$ cat src/rtl/clint_timer_pkg.sv
// Shared constants, state encodings and byte-merge helper for the CLINT timer block.
package clint_params;

  localparam int XLEN   = 64;
  localparam int ALEN   = 32;
  localparam int STRB_W = XLEN / 8;

  localparam logic [15:0] OFF_MSIP     = 16'h0000;
  localparam logic [15:0] OFF_MTIMECMP = 16'h4000;
  localparam logic [15:0] OFF_MTIME    = 16'hBFF8;

  localparam logic [1:0] RESP_OKAY   = 2'b00;
  localparam logic [1:0] RESP_DECERR = 2'b11;

  typedef enum logic [1:0] {W_IDLE, W_HAVE_AW, W_HAVE_W, W_RESP} w_state_e;
  typedef enum logic       {R_IDLE, R_RESP} r_state_e;
  typedef enum logic [1:0] {REG_NONE, REG_MSIP, REG_MTIMECMP, REG_MTIME} reg_sel_e;

  function automatic logic [XLEN-1:0] merge_bytes(input logic [XLEN-1:0]   old_v,
                                                  input logic [XLEN-1:0]   new_v,
                                                  input logic [STRB_W-1:0] strb);
    logic [XLEN-1:0] r;
    r = old_v;
    for (int i = 0; i < STRB_W; i++) begin
      if (strb[i]) r[i*8 +: 8] = new_v[i*8 +: 8];
    end
    return r;
  endfunction

endpackage

$ cat src/rtl/clint_timer_prescaler.sv
// Divides clk by TICK_DIV, emitting a one-cycle tick on the terminal count.
module clint_prescaler #(
  parameter int TICK_DIV = 1
) (
  input  logic clk,
  input  logic rst,
  input  logic restart_i,
  output logic tick_o
);

  localparam int CNT_W = (TICK_DIV > 1) ? $clog2(TICK_DIV) : 1;
  localparam logic [CNT_W-1:0] TERM = CNT_W'(TICK_DIV - 1);

  logic [CNT_W-1:0] cnt_q, cnt_d;

  assign tick_o = (cnt_q == TERM);

  always_comb begin
    cnt_d = cnt_q + CNT_W'(1);
    if (restart_i || tick_o) cnt_d = '0;
  end

  always_ff @(posedge clk) begin
    if (rst) cnt_q <= '0;
    else     cnt_q <= cnt_d;
  end

endmodule

$ cat src/rtl/clint_timer.sv
// RISC-V machine timer / software-interrupt registers behind an AXI4-Lite responder.
module clint_timer
  import clint_params::*;
#(
  parameter int TICK_DIV  = 1,
  parameter int ADDR_BITS = 16
) (
  input  logic              clk,
  input  logic              rst,
  input  logic              data_bus_awvalid_i,
  output logic              data_bus_awready_o,
  input  logic [ALEN-1:0]   data_bus_awaddr_i,
  input  logic              data_bus_wvalid_i,
  output logic              data_bus_wready_o,
  input  logic [XLEN-1:0]   data_bus_wdata_i,
  input  logic [STRB_W-1:0] data_bus_wstrb_i,
  output logic              data_bus_bvalid_o,
  input  logic              data_bus_bready_i,
  output logic [1:0]        data_bus_bresp_o,
  input  logic              data_bus_arvalid_i,
  output logic              data_bus_arready_o,
  input  logic [ALEN-1:0]   data_bus_araddr_i,
  output logic              data_bus_rvalid_o,
  input  logic              data_bus_rready_i,
  output logic [XLEN-1:0]   data_bus_rdata_o,
  output logic [1:0]        data_bus_rresp_o,
  output logic              timer_irq_o,
  output logic              soft_irq_o
);

  function automatic reg_sel_e decode(input logic [ADDR_BITS-1:0] off);
    logic [ADDR_BITS-1:0] a;
    a = off & ~ADDR_BITS'(7);
    if (a == ADDR_BITS'(OFF_MSIP))     return REG_MSIP;
    if (a == ADDR_BITS'(OFF_MTIMECMP)) return REG_MTIMECMP;
    if (a == ADDR_BITS'(OFF_MTIME))    return REG_MTIME;
    return REG_NONE;
  endfunction

  w_state_e w_state_q, w_state_d;
  r_state_e r_state_q, r_state_d;

  logic [ADDR_BITS-1:0] awaddr_q;
  logic [XLEN-1:0]      wdata_q;
  logic [STRB_W-1:0]    wstrb_q;
  logic [1:0]           bresp_q, rresp_q;
  logic [XLEN-1:0]      rdata_q;
  logic                 msip_q, msip_d;
  logic [63:0]          mtimecmp_q, mtimecmp_d;
  logic [63:0]          mtime_q, mtime_d, mtime_base;
  logic                 timer_irq_q, soft_irq_q;

  logic                 aw_hs, w_hs, ar_hs, do_write, tick, restart;
  logic [ADDR_BITS-1:0] wr_off;
  logic [XLEN-1:0]      wr_data;
  logic [STRB_W-1:0]    wr_strb;
  reg_sel_e             wr_sel, rd_sel;
  logic [XLEN-1:0]      rd_val;
  logic [1:0]           rd_resp;
  logic                 unused_addr_hi;

  assign unused_addr_hi = ^{data_bus_awaddr_i[ALEN-1:ADDR_BITS], data_bus_araddr_i[ALEN-1:ADDR_BITS]};

  always_comb begin
    data_bus_awready_o = 1'b0;
    data_bus_wready_o  = 1'b0;
    data_bus_bvalid_o  = 1'b0;
    unique case (w_state_q)
      W_IDLE:    begin data_bus_awready_o = 1'b1; data_bus_wready_o = 1'b1; end
      W_HAVE_AW: data_bus_wready_o  = 1'b1;
      W_HAVE_W:  data_bus_awready_o = 1'b1;
      W_RESP:    data_bus_bvalid_o  = 1'b1;
      default:   ;
    endcase
    data_bus_arready_o = (r_state_q == R_IDLE);
    data_bus_rvalid_o  = (r_state_q == R_RESP);
  end

  assign aw_hs = data_bus_awvalid_i & data_bus_awready_o;
  assign w_hs  = data_bus_wvalid_i  & data_bus_wready_o;
  assign ar_hs = data_bus_arvalid_i & data_bus_arready_o;

  // Same-cycle handshakes take the bus values; otherwise the half latched earlier.
  assign wr_off  = aw_hs ? data_bus_awaddr_i[ADDR_BITS-1:0] : awaddr_q;
  assign wr_data = w_hs  ? data_bus_wdata_i : wdata_q;
  assign wr_strb = w_hs  ? data_bus_wstrb_i : wstrb_q;
  assign wr_sel  = decode(wr_off);

  always_comb begin
    w_state_d = w_state_q;
    do_write  = 1'b0;
    unique case (w_state_q)
      W_IDLE: begin
        if (aw_hs && w_hs) begin
          do_write  = 1'b1;
          w_state_d = W_RESP;
        end else if (aw_hs) begin
          w_state_d = W_HAVE_AW;
        end else if (w_hs) begin
          w_state_d = W_HAVE_W;
        end
      end
      W_HAVE_AW: if (w_hs)  begin do_write = 1'b1; w_state_d = W_RESP; end
      W_HAVE_W:  if (aw_hs) begin do_write = 1'b1; w_state_d = W_RESP; end
      W_RESP:    if (data_bus_bready_i) w_state_d = W_IDLE;
      default:   w_state_d = W_IDLE;
    endcase
  end

  always_comb begin
    r_state_d = r_state_q;
    unique case (r_state_q)
      R_IDLE:  if (ar_hs) r_state_d = R_RESP;
      R_RESP:  if (data_bus_rready_i) r_state_d = R_IDLE;
      default: r_state_d = R_IDLE;
    endcase
  end

  clint_prescaler #(.TICK_DIV(TICK_DIV)) u_prescaler (
    .clk       (clk),
    .rst       (rst),
    .restart_i (restart),
    .tick_o    (tick)
  );

  // A software mtime write overlays the (possibly incremented) value byte by byte.
  always_comb begin
    mtime_base = tick ? mtime_q + 64'd1 : mtime_q;
    mtime_d    = mtime_base;
    mtimecmp_d = mtimecmp_q;
    msip_d     = msip_q;
    restart    = 1'b0;
    if (do_write) begin
      unique case (wr_sel)
        REG_MSIP:     if (wr_strb[0]) msip_d = wr_data[0];
        REG_MTIMECMP: mtimecmp_d = merge_bytes(mtimecmp_q, wr_data, wr_strb);
        REG_MTIME: begin
          mtime_d = merge_bytes(mtime_base, wr_data, wr_strb);
          restart = |wr_strb;
        end
        default: ;
      endcase
    end
  end

  always_comb begin
    rd_sel  = decode(data_bus_araddr_i[ADDR_BITS-1:0]);
    rd_val  = '0;
    rd_resp = RESP_OKAY;
    unique case (rd_sel)
      REG_MSIP:     rd_val = {{(XLEN-1){1'b0}}, msip_q};
      REG_MTIMECMP: rd_val = mtimecmp_q;
      REG_MTIME:    rd_val = mtime_q;
      default:      rd_resp = RESP_DECERR;
    endcase
  end

  always_ff @(posedge clk) begin
    if (rst) begin
      w_state_q   <= W_IDLE;
      r_state_q   <= R_IDLE;
      bresp_q     <= RESP_OKAY;
      rresp_q     <= RESP_OKAY;
      msip_q      <= 1'b0;
      mtimecmp_q  <= '1;
      mtime_q     <= '0;
      timer_irq_q <= 1'b0;
      soft_irq_q  <= 1'b0;
    end else begin
      w_state_q   <= w_state_d;
      r_state_q   <= r_state_d;
      msip_q      <= msip_d;
      mtimecmp_q  <= mtimecmp_d;
      mtime_q     <= mtime_d;
      timer_irq_q <= (mtime_q >= mtimecmp_q);
      soft_irq_q  <= msip_q;
      if (do_write) bresp_q <= (wr_sel == REG_NONE) ? RESP_DECERR : RESP_OKAY;
      if (ar_hs)    rresp_q <= rd_resp;
    end
  end

  always_ff @(posedge clk) begin
    if (aw_hs) awaddr_q <= data_bus_awaddr_i[ADDR_BITS-1:0];
    if (w_hs) begin
      wdata_q <= data_bus_wdata_i;
      wstrb_q <= data_bus_wstrb_i;
    end
    if (ar_hs) rdata_q <= rd_val;
  end

  assign data_bus_bresp_o = bresp_q;
  assign data_bus_rresp_o = rresp_q;
  assign data_bus_rdata_o = rdata_q;
  assign timer_irq_o      = timer_irq_q;
  assign soft_irq_o       = soft_irq_q;

endmodule

$ cat config.mk
export PLATFORM = sky130hd
export DESIGN_NAME = clint_timer
export DESIGN_NICKNAME = d
export VERILOG_FILES = /design/src/rtl/clint_timer_pkg.sv /design/src/rtl/clint_timer_prescaler.sv /design/src/rtl/clint_timer.sv
export SDC_FILE = /design/constraint.sdc
export NUM_CORES = 1
export LEC_CHECK = 0
export CAP_MARGIN = 20
export CORE_ASPECT_RATIO = 1.25
export CORE_MARGIN = 8
export CORE_UTILIZATION = 55
export CTS_CLUSTER_DIAMETER = 30
export CTS_CLUSTER_SIZE = 28
export DETAILED_ROUTE_END_ITERATION = 6
export GPL_ROUTABILITY_DRIVEN = 0
export PLACE_DENSITY = 0.89
export SLEW_MARGIN = 20
export SYNTH_ARGS = -nofsm -noshare
export SYNTH_HDL_FRONTEND = slang
export SYNTH_HIERARCHICAL = 1
export SYNTH_SLANG_ARGS = --single-unit
$ cat constraint.sdc
create_clock -name clk -period 7 [get_ports clk]
set_clock_uncertainty 0.15 [all_clocks]
set_input_delay 0.7 -clock clk [delete_from_list [all_inputs] [get_ports clk]]
set_output_delay 0.7 -clock clk [all_outputs]
set_load 0.01 [all_outputs]
==> results of run 1 <==
-- power by group through the flow --
stage / Sequential [µW] / Combinational [µW] / Clock (µW)
final: 2070 / 1170 / 1940
after global routing: 2090 / 1230 / 2030
after CTS: 2070 / 1150 / 1960
after detailed placement: 2100 / 1140 / 0
after global placement: 2080 / 1110 / 0
after floorplan: 2080 / 731 / 0
-- worst paths after layout --
kind / slack, ns / cells past startpoint / startpoint / to
max: 3.16 / 9 / w_state_q[0] / mtimecmp_q[25]
min: 0.34 / 1 / wdata_q[27] / wdata_q[27]
max reg2reg: 3.16 / 9 / w_state_q[0] / mtimecmp_q[25]
min reg2reg: 0.34 / 1 / wdata_q[27] / wdata_q[27]
-- placed cells by master, fill, tap and decap left out, types with 25 or more instances in the layout --
| cell type | count |
|---|---|
| dfxtp_1 | 222 |
| clkdlybuf4s50_1 | 178 |
| inv_1 | 95 |
| a21oi_1 | 95 |
| nor3_1 | 89 |
| nor2_1 | 75 |
| ha_1 | 70 |
| mux2_2 | 66 |
| a22o_1 | 64 |
| mux2i_1 | 64 |
| edfxtp_1 | 64 |
| o21ai_1 | 60 |
| nand2_1 | 50 |
| clkbuf_16 | 41 |
| nand4_1 | 37 |
| nor4_1 | 34 |
| nand3_1 | 34 |
| xnor2_1 | 31 |
| xor2_1 | 25 |
-- final cells by class --
| class | instances | area (µm²) |
|---|---|---|
| fillers | 1783 | 7839 |
| multi-input cells | 951 | 6992 |
| flip-flops and latches | 286 | 6366 |
| repair buffers | 197 | 1922 |
| clock buffers | 49 | 1066 |
| well taps | 335 | 419.2 |
| inverters | 100 | 375.4 |
| clock inverters | 24 | 230.2 |
| diodes | 1 | 2.502 |
-- sequential cells by signal (all words and copies together), names as in the netlist, 2 cells and up --
register          flops
data_bus_rdata_o     64
w_state_q             2
wdata_q              64
wstrb_q               8
mtime_q              64
awaddr_q             13
mtimecmp_q           64
-- per-layer routing --
layer	part of all wire (%)	wire length [µm]	GRT usage (%)
met1	39	15020	28.31
met2	48	18850	42.28
met3	8.0	3116	4.125
met4	5.1	1984	13.86
met5	0	0	0
-- through the flow --
step,cell area [µm²],cells
after floorplan,14120,1412
after global placement,16070,1869
after detailed placement,16070,1869
after CTS,17370,1942
after global routing,17370,1943
final,17370,1943
-- worst reg2reg max path, cell delays in order (launching register included) --
cell	delay, ns
dfxtp_1	0.38
inv_1	0.11
ha_1	0.33
o21ai_4	0.55
mux2_4	0.40
nand4b_1	0.32
or4_2	0.67
buf_4	0.41
nor3_1	0.31
o21ai_1	0.09
==> results.json, run 1 <==
{
  "syn_avg_cell_area_um2": 9.999,
  "setup_ws_ns": 3.158,
  "critPathKind": "reg -> reg",
  "routed_wl_um": 38980,
  "post_cts_buffers": 0,
  "dieArea_um2": 31090,
  "slowest_delay_ns": 0.66,
  "core_um2": 25210,
  "drc_errors": 0,
  "antenna_found_initial": 1,
  "clkTransAtPathRegs_ns": 0.05,
  "drt_iter0_markers": 1062,
  "timing.final.crit_share_pct": 54.89,
  "viasPerCell": 6.143,
  "p_leak_uw": 0.007261,
  "hp-class": "reg -> reg",
  "fin_crit_ns": 3.842,
  "clock-sinks": 286,
  "cts_tree": "built",
  "p_comb_share_pct": 22.6,
  "power.total_uw": 5173,
  "areaGrowthSynthToFinish_pct": 23.05,
  "die_w_um": 159.3,
  "post-place-ws_ns": 3.011,
  "fin_nets": 1790,
  "switchingPower_uw": 1560,
  "ir_drop_mv": 0.2027,
  "io_pins": 218,
  "ys_warn_count": 6,
  "slew_headroom_pct": 22.18,
  "status": "finished clean",
  "hold_buffers": 0,
  "arrival_ns": 4.06,
  "cp_cell_sequence": "inv_1, ha_1, o21ai_4, mux2_4, nand4b_1, or4_2, buf_4, nor3_1, o21ai_1",
  "wire_per_inst_um": 20.06,
  "grt_max_degree": 70,
  "p_clk_share_pct": 37.4,
  "cts-root-buf": "clkbuf_16",
  "clkLatencyLatePin_ns": 0.52,
  "setup-violations-final": 0,
  "crit_fanout": 64,
  "switching_share_pct": 30.15,
  "overflow": 0,
  "cellPowerDensity_nw_per_um2": 297.8,
  "setup_tns_ns": 0,
  "syn_area_um2": 14120,
  "dpl.hpwl_um": 26590,
  "grt_usage_pct": 24.45,
  "cp-start-kind": "flip-flop",
  "worst-path-buf-inv": 2,
  "grt_pass1_vias": 12460,
  "timing_hold_violations_final": 0,
  "end_kind": "flip-flop",
  "tightest_slew_ns": 1.157,
  "antenna_left": 0,
  "crit_family": "simple AND/OR/NAND/NOR gates",
  "cts_buffer_depth": 3,
  "synthCells": 1412,
  "placementRows": 65,
  "seqPwrFrac_pct": 39.9,
  "syn-num-nets": 1625,
  "drive_gt1_share_pct": 12.51,
  "whs_ns": 0.3403,
  "die_h_um": 195.1,
  "p_int_uw": 3613,
  "cp.required_ns": 7.22,
  "fmax_ghz": 0.2603,
  "cts_made_buffers": 41,
  "start_util_pct": 56.00,
  "grt_pass1_wl_um": 63310,
  "firstDrtPassIters": 6,
  "cts_resized": 0,
  "max_cap_violations": 0,
  "vias": 11940,
  "rsz0062_at_grt": "no",
  "utilization_pct": 68.91,
  "finalMaxSlewViolations": 0,
  "io_buffer_count": 179,
  "slowest_stage": "or4_2",
  "htreeDepth": 2
}
Note: power is estimated with default switching activity, not from simulation.
==> run 2, diff against run 1 <==
Clock period 7 ns to 3.55 ns, I/O delays scaled along.
==> results.json, run 2 (same netlist as run 1, synthesis figures left out) <==
{
  "status": "complete, but fails checks",
  "violations": "DRC",
  "ir_drop_mv": 0.4501,
  "end_kind": "flip-flop",
  "viasPerCell": 6.202,
  "finalMaxSlewViolations": 0,
  "grt_max_degree": 69,
  "grt_usage_pct": 25.48,
  "firstDrtPassIters": 7,
  "whs_path_depth": 2,
  "clkTransAtPathRegs_ns": 0.05,
  "place_area_um2": 16330,
  "fin_crit_ns": 3.395,
  "cts_buffer_depth": 3,
  "start_util_pct": 56.00,
  "num_antenna_cells": 0,
  "io_buffer_count": 179,
  "hold_buffers": 0,
  "r2r_start": "w_state_q[0]",
  "drc_errors": 22,
  "hp-class": "in -> reg",
  "placementRows": 65,
  "die_w_um": 159.3,
  "fin_nets": 1824,
  "p_leak_uw": 0.007522,
  "grt_pass1_wl_um": 65230,
  "die_h_um": 195.1,
  "arrival_ns": 3.62,
  "wire_per_inst_um": 20.83,
  "max_cap_violations": 0,
  "fmax_ghz": 0.2946,
  "multiInputGateArea_um2": 6997,
  "hold_end": "data_bus_rvalid_o",
  "setup-violations-final": 0,
  "clock-sinks": 286,
  "min_from": "data_bus_rready_i",
  "overflow": 0,
  "drt_iter0_markers": 1334,
  "rr_worst_depth": 10,
  "cts_tree": "built",
  "slew_headroom_pct": 34.18,
  "drive_gt1_share_pct": 14.89,
  "timing.final.crit_share_pct": 95.62,
  "fillers": 1748,
  "timing_hold_violations_final": 0,
  "antenna_left": 0,
  "crit_fanout": 64,
  "cp-start-kind": "flip-flop",
  "routed_wl_um": 41240,
  "seq_area_um2": 6366,
  "clkLatencyLatePin_ns": 0.54,
  "power.total_uw": 10650,
  "cts-root-buf": "clkbuf_16",
  "vias": 12280,
  "design_area_um2": 17810,
  "mostFrequentLayoutCells": "dfxtp_1 (222), clkdlybuf4s50_1 (178), inv_1 (95), a21oi_1 (95), nor3_1 (88)",
  "final_common_cell": "dfxtp_1",
  "core_um2": 25210,
  "critPathKind": "reg -> reg",
  "io_pins": 218,
  "r2r_slack_ns": 0.16,
  "htreeDepth": 2,
  "utilization_pct": 70.65,
  "areaGrowthSynthToFinish_pct": 26.16,
  "reg2reg_to": "mtimecmp_q[42]",
  "cts_made_buffers": 42,
  "whs_ns": 0.2916,
  "grt_pass1_vias": 12390,
  "tightest_slew_ns": 0.9783,
  "dpl.hpwl_um": 27460,
  "dieArea_um2": 31090,
  "cp.required_ns": 3.78,
  "antenna_found_initial": 0,
  "cellPowerDensity_nw_per_um2": 597.8
}
==> run 2: how the worst max path moves through the flow <==
stage | from | to | slack, ns | cells after the start
2_1_floorplan | w_state_q[0] | mtimecmp_q[40] | 0.65 | 11
3_3_place_gp | w_state_q[0] | mtimecmp_q[3] | 0.31 | 9
3_5_place_dp | w_state_q[0] | mtimecmp_q[42] | 0.12 | 9
4_1_cts | w_state_q[0] | mtimecmp_q[42] | 0.05 | 9
5_1_grt | w_state_q[0] | mtimecmp_q[42] | -0.01 | 10
6_report | w_state_q[0] | mtimecmp_q[42] | 0.16 | 10
==> run 2: area by class of cell <==
type / instances / area share [%]
Clock buffer: 50 / 6.350
Clock inverter: 28 / 1.637
Inverter: 100 / 2.107
Multi-Input combinational cell: 951 / 39.28
Sequential cell: 286 / 35.74
Tap cell: 335 / 2.353
Timing Repair Buffer: 230 / 12.53
==> run 2: metal layers <==
metal | up-vias | global-route usage [%] | wire, µm
li1 | 5556 | - | -
met2 | 693 | 44.15 | 20060
met3 | 199 | 5.450 | 3433
met4 | 0 | 13.93 | 2244
met5 | - | 0 | 0
met1 | 5831 | 28.90 | 15500
==> run 2: through the flow <==
| stage | instances | setup TNS (ns) | worst slack (ns) |
|---|---|---|---|
| 5_1_grt | 1980 | -0.01368 | -0.01026 |
| 3_3_place_gp | 1895 | 0 | 0.3060 |
| 6_report | 1980 | 0 | 0.1553 |
| 4_1_cts | 1973 | 0 | 0.05395 |
| 3_5_place_dp | 1895 | 0 | 0.1200 |
| 2_1_floorplan | 1412 | 0 | 0.6545 |
==> run 2: worst max-delay path: stages (launching register included) <==
cell	delay, ns
dfxtp_1	0.38
inv_1	0.10
ha_1	0.28
o21ai_4	0.30
buf_4	0.19
mux2_4	0.33
nand4b_1	0.20
or4_2	0.66
buf_12	0.26
nor3_1	0.27
o21ai_1	0.10
==> run 2: power breakdown <==
part | internal [µW] | leakage, µW | switching [µW]
Clock | 2590 | 0.000700 | 1530
Combinational | 987 | 0.00436 | 1460
Sequential | 3900 | 0.00246 | 184
Total | 7480 | 0.00752 | 3170
==> run 2: repair_timing <==
item                       in CTS  in global routing
setup endpoints to repair       0                 64
buffers inserted                0                  7
gates resized for setup         0                  1
==> run 3, diff against run 2 <==
Settings changed: SKIP_LAST_GASP set to 1.
==> results of run 3 <==
Same layout as run 2: the final DEF is identical, and so are final timing and power.
